$ cat config.mk
export PLATFORM = sky130hd
export DESIGN_NAME = issue_scoreboard
export DESIGN_NICKNAME = d
export VERILOG_FILES = /design/src/rtl/issue_scoreboard.sv
export SDC_FILE = /design/constraint.sdc
export NUM_CORES = 1
export LEC_CHECK = 0
export CAP_MARGIN = 10
export CORE_MARGIN = 1
export CORE_UTILIZATION = 50
export CTS_CLUSTER_DIAMETER = 100
export DETAILED_ROUTE_END_ITERATION = 10
export PLACE_DENSITY_LB_ADDON = 0.2
export SLEW_MARGIN = 20
export SYNTH_ARGS = -nofsm -noshare
export SYNTH_HDL_FRONTEND = slang
export SYNTH_SLANG_ARGS = --single-unit
$ cat constraint.sdc
create_clock -name clk_i -period 6.5 [get_ports clk_i]
set_input_delay 0.65 -clock clk_i [delete_from_list [all_inputs] [get_ports clk_i]]
set_output_delay 0.65 -clock clk_i [all_outputs]
set_load 0.01 [all_outputs]
$ cat src/rtl/issue_scoreboard.sv
// Decode-to-execute issue controller: register scoreboard for RAW/WAW hazards,
// an in-flight write limit, and serialization of CSR/ECALL/MRET behind a drained pipe.
module issue_scoreboard #(
    parameter int MAX_INFLIGHT = 4,
    parameter int CNT_W        = 4
) (
    input  logic             clk_i,
    input  logic             rst_ni,
    input  logic             dec_valid_i,
    output logic             dec_ready_o,
    output logic             issue_o,
    input  logic             ex_ready_i,
    input  logic             flush_i,
    input  logic             rs1_used_i,
    input  logic             rs2_used_i,
    input  logic             rd_used_i,
    input  logic [4:0]       rs1_addr_i,
    input  logic [4:0]       rs2_addr_i,
    input  logic [4:0]       rd_addr_i,
    input  logic             csr_used_i,
    input  logic             is_ecall_i,
    input  logic             is_mret_i,
    input  logic             serial_done_i,
    input  logic             wb_valid_i,
    input  logic [4:0]       wb_rd_i,
    output logic [CNT_W-1:0] inflight_o,
    output logic [1:0]       state_o,
    output logic             sb_err_o
);

    typedef enum logic [1:0] {
        RUN    = 2'd0,
        DRAIN  = 2'd1,
        SERIAL = 2'd2
    } state_t;

    state_t           r_state, w_state_nxt;
    logic [31:0]      r_pending;
    logic [CNT_W-1:0] r_inflight;
    logic             r_sb_err;

    logic w_serial, w_hazard, w_gate, w_ready, w_issue;
    logic w_rd_nz, w_wb_nz, w_set, w_clr, w_wb_bad;
    logic w_empty, w_full;

    assign w_serial = csr_used_i | is_ecall_i | is_mret_i;
    assign w_rd_nz  = rd_used_i & (rd_addr_i != 5'd0);
    assign w_wb_nz  = wb_valid_i & (wb_rd_i != 5'd0);
    assign w_empty  = (r_inflight == '0);
    assign w_full   = (r_inflight == CNT_W'(MAX_INFLIGHT));

    // Registered pending only: a writeback this cycle unblocks the reader next cycle.
    assign w_hazard = (rs1_used_i & (rs1_addr_i != 5'd0) & r_pending[rs1_addr_i])
                    | (rs2_used_i & (rs2_addr_i != 5'd0) & r_pending[rs2_addr_i])
                    | (w_rd_nz & r_pending[rd_addr_i])
                    | (w_rd_nz & w_full);

    always_comb begin
        w_gate = 1'b0;
        case (r_state)
            RUN:     w_gate = ~w_serial | w_empty;
            DRAIN:   w_gate = w_empty;
            default: w_gate = 1'b0;
        endcase
    end

    assign w_ready     = rst_ni & ex_ready_i & ~flush_i & ~w_hazard & w_gate;
    assign w_issue     = dec_valid_i & w_ready;
    assign dec_ready_o = w_ready;
    assign issue_o     = w_issue;

    assign w_set    = w_issue & w_rd_nz;
    assign w_clr    = w_wb_nz & r_pending[wb_rd_i];
    assign w_wb_bad = w_wb_nz & ~r_pending[wb_rd_i];

    always_comb begin
        w_state_nxt = r_state;
        case (r_state)
            RUN: begin
                if (w_serial & w_issue)
                    w_state_nxt = SERIAL;
                else if (w_serial & dec_valid_i & ~flush_i)
                    w_state_nxt = DRAIN;
            end
            DRAIN: begin
                if (w_serial & w_issue)
                    w_state_nxt = SERIAL;
                else if (flush_i | ~dec_valid_i)
                    w_state_nxt = RUN;
            end
            SERIAL: begin
                if (serial_done_i)
                    w_state_nxt = RUN;
            end
            default: w_state_nxt = RUN;
        endcase
    end

    // Clear and set may hit different registers in the same cycle; WAW hazard keeps them apart.
    always_ff @(posedge clk_i or negedge rst_ni) begin
        if (!rst_ni) begin
            r_state    <= RUN;
            r_pending  <= '0;
            r_inflight <= '0;
            r_sb_err   <= 1'b0;
        end else begin
            r_state <= w_state_nxt;
            if (w_clr) r_pending[wb_rd_i]   <= 1'b0;
            if (w_set) r_pending[rd_addr_i] <= 1'b1;
            if (w_set & ~w_clr)
                r_inflight <= r_inflight + CNT_W'(1);
            else if (w_clr & ~w_set)
                r_inflight <= r_inflight - CNT_W'(1);
            if (w_wb_bad) r_sb_err <= 1'b1;
        end
    end

    assign inflight_o = r_inflight;
    assign state_o    = r_state;
    assign sb_err_o   = r_sb_err;

endmodule

==> results.md <==
| Step | Parameter | Value |
| --- | --- | --- |
| status | Status | finished, final reports clean |
| logic synthesis | Simple-gate share of the synthesized area | 17.0% |
| finish | Filler Cells Inserted | 572 |
| clock network | Clock sinks | 39 |
| detailed routing | Ratio of routed vias to standard cells | 7.02 |
| sta | Worst-case headroom to the max-slew limit | 27.2% |
| logic synthesis | Portion of netlist area occupied by mux cells | 22.5% |
| sta | Max Clock Freq | 208 MHz |
| clock network | Total of cells resized after clock tree synthesis | 0 |
| sta | Worst path setup slack after routing | 1680 ps |
| placement | Port buffer count | 41 |
| worst setup path | Type of origin of the critical path | input port |
| detailed routing | First-pass iteration count of the detailed router | 4 |
| logic synthesis | Largest cells by area after synthesis | dfrtp_1 30%, mux4_2 12%, mux2i_1 5.1% |
| finish | Signed area change from the synthesized netlist to the final layout | 13.9% |
| sta | Final hold slack | 405 ps |
| detailed routing | Total met3 wirelength after detailed routing | 825 um |
| placement | Place WS | 1420 ps |
| logic synthesis | Unique cell type count in the Yosys netlist | 56 |
| worst setup path | Class of the most critical setup path | input port to flip-flop |
| logic synthesis | Parity-gate share of the synthesized area counting xor and xnor cells | 1.06% |
| logic synthesis | Area share of the largest cell type after synthesis | 29.5% |
| logic synthesis | Largest area contributor in the netlist | dfrtp_1 |
| sta | Final min period | 4820 ps |
| sta | Number of max-slew violations in the final report | 0 |
| global route | Global router's overall resource usage | 28.1% |
| pwr | Cell Pwr Density | 176 nW/um^2 |
| logic synthesis | Most frequent cell after synthesis | dfrtp_1 |
| placement | GP Congestion | 0.868 |
| detailed routing | Uppermost layer routed | met4 |
| detailed routing | Average wire length per cell after detail routing | 22.4 um |
| finish | Post-layout net count | 388 |
| logic synthesis | Ys flop type | dfrtp_1 |
| logic synthesis | Average size of a mapped cell | 10.0 sq um |
| sta | Setup repair after global routing missed its margin | false |
| die | Floorplan core area | 6350 sq um |
| clock network | H-Tree Depth | 2 |
| detailed routing | Final antenna-violating net count | 0 |
| worst setup path | Critical Path, Cell by Cell | clkdlybuf4s50_1 -> mux4_2 -> nand4_1 -> and3_1 -> o2111a_1 -> nand4_4 -> nor2_1 -> ha_1 -> inv_1 -> ha_1 -> a21o_1 -> a21oi_1 -> xnor2_1 -> nor2_1 -> xor2_1 |
| worst setup path | Worst setup path startpoint | rd_addr_i[1] |
| clock network | Clk buf depth | 2 |
| clock network | CTS clk-pin slew, worst paths | 70 ps |
| detailed routing | Final wirelength | 9600 um |
| finish | Layout cells sized above 1 | 18.2% |
| sta | Final Hold Viols | 0 |
| pwr | Static leakage power | 1.44 nW |
| flow run | Number of max-capacitance violations reported | 0 |
| logic synthesis | Post-synthesis compound-gate area fraction | 22.1% |
| clock network | Setup bufs post-CTS | 0 |
| die | Die height | 83.3 um |
| logic synthesis | Mapped Area | 3310 sq um |
| logic synthesis | Async set-reset flop share out of synthesis | 100% |
| global route | Total overflow reported by the global router | 0 |
| detailed routing | Met2 wire len | 4560 um |
| detailed routing | DRC violations left | 0 |
| global route | Via count of the first global-routing pass | 2884 |
| die | Number of core rows | 29 |
| logic synthesis | Yosys warning count | 0 |
| detailed routing | Via Count | 3011 |
| logic synthesis | Dominant combinational cell family by area after synthesis | multiplexers |
| clock network | Worst-Skew Late Latency | 290 ps |
| clock network | Master cell of the clock root buffer | clkbuf_8 |
| logic synthesis | Seq/Total Area, Yosys | 29.5% |
| sta | Final count of negative-setup-slack endpoints | 0 |
| sta | Final Cycle Share | 74.1% |
| die | I/O Pins | 42 |
| worst setup path | Slowest cell on the critical path | clkdlybuf4s50_1 |
| worst hold path | Path type of the worst min-delay path | input port to asynchronous set/reset pin |
| placement | HPWL after DPL | 6760 um |
| logic synthesis | EDFF count, synth | 0 |
| global route | Global-route wire length before repair | 15300 um |
| clock network | Number of buffers inserted during clock tree synthesis | 5 |
| clock network | CTS hold repair buffers | 0 |
| global route | Initial antenna violation count | 0 |
| pwr | Max IR drop VDD | 0.168 mV |
| finish | Inserted Diodes | 0 |
| worst setup path | Origin of the critical flop-to-flop path | r_pending[27] |
| logic synthesis | Area share of fa/ha/maj cells after synthesis | 1.74% |
| sta | Setup clock skew after layout | 6.20 ps |
| worst setup path | Max stage delay on crit path | 1080 ps |
| clock network | TritonCTS clock tree | done |
| worst setup path | Setup crit end kind | flip-flop |
| die | Initial standard-cell utilization of the core | 52.1% |
| global route | Maximum number of pins on one net before global-route repair | 41 |
| logic synthesis | Nets in the synthesized netlist | 366 |
| detailed routing | Wire length on met1 | 3990 um |
| sta | Total negative slack | 0 ps |
| die | Die Footprint | 6940 sq um |
| die | Width of the die | 83.3 um |
| detailed routing | Count of routing violations after the opening detailed-route iteration | 308 |
| worst setup path | Worst Path Arrival | 4990 ps |
| sta | Worst-Margin Slew | 1080 ps |
| logic synthesis | Number of standard cells after synthesis | 329 |
| worst setup path | Required time of the critical path | 6670 ps |
| logic synthesis | Top cell types by occurrence after synthesis | 39 x dfrtp_1, 37 x nand2_1, 19 x o21ai_2 |
| worst setup path | Largest fanout on the critical path | 32 |
| logic synthesis | #FFs+latches synth | 39 |
-- kinds of logic after synthesis --
logic type / Yosys count
AOI/OAI and AO/OA: 94
xor gates and xnor gates: 4
adders and majority gates: 4
buffers and inverters: 36
DFF: 39
muxes: 47
and+or+nand+nor: 105
-- through the flow --
stage / instances / util (%) / power [mW] / cell area, sq um
3_5_place_dp: 421 / 57.6 / 0.484 / 3660
5_1_grt: 429 / 59.3 / 0.696 / 3760
2_1_floorplan: 329 / - / 0.406 / 3310
3_3_place_gp: 421 / 57.6 / 0.483 / 3660
6_report: 429 / 59.3 / 0.662 / 3760
4_1_cts: 429 / 59.2 / 0.664 / 3760
-- layer usage --
layer	up-vias	global-route usage, %
met5	-	0
met4	0	9.09
met3	19	4.17
met2	165	45.2
met1	1482	39.0
li1	1345	-
-- registers in the layout (all words and copies together), names as in the netlist --
| name | count |
|---|---|
| inflight_o | 4 |
| r_pending | 32 |
| sb_err_o | 1 |
| state_o | 2 |
-- critical path: cells and delay by family --
| kind | cells | cell delay, ps |
|---|---|---|
| buf+inv | 2 | 1170 |
| fa+ha+maj | 2 | 500 |
| xor+xnor | 2 | 270 |
| compound gates | 3 | 590 |
| mux | 1 | 610 |
| simple gates | 5 | 1190 |
-- cell type report --
| type | instances | area [sq um] | share of cell area, % |
|---|---|---|---|
| well taps | 77 | 96.3 | 2.56 |
| multi-input cells | 254 | 2140 | 56.8 |
| repair buffers | 44 | 428 | 11.4 |
| inverters | 7 | 26.3 | 0.698 |
| flip-flops and latches | 39 | 976 | 25.9 |
| clock buffers | 8 | 100 | 2.66 |
-- worst paths after layout --
kind                            endpoint  slack, ps  depth (start not counted)
min                             sb_err_o        400                          2
min in group clk_i          r_pending[0]        440                          0
max in group asynchronous  inflight_o[1]       5740                          2
max                        inflight_o[3]       1680                         15
max reg2reg                inflight_o[3]       2640                         14
min reg2reg                 r_pending[0]        440                          0
-- cells in the final DEF (no fill, tap or decap), drive strengths merged, types with 11 or more instances in the layout --
master,Yosys,final
clkdlybuf4s50,0,40
dfrtp,39,39
mux2i,17,17
mux4,20,20
nand2,37,37
nand3,11,11
o21ai,35,35
o31ai,18,18
o41ai,16,16
-- power by group --
group          switching (mW)  internal [mW]
combinational          0.0949         0.0987
clock                  0.0837         0.0969
sequential             0.0282          0.260
total                   0.207          0.456
Note: power is estimated with default switching activity, not from simulation.
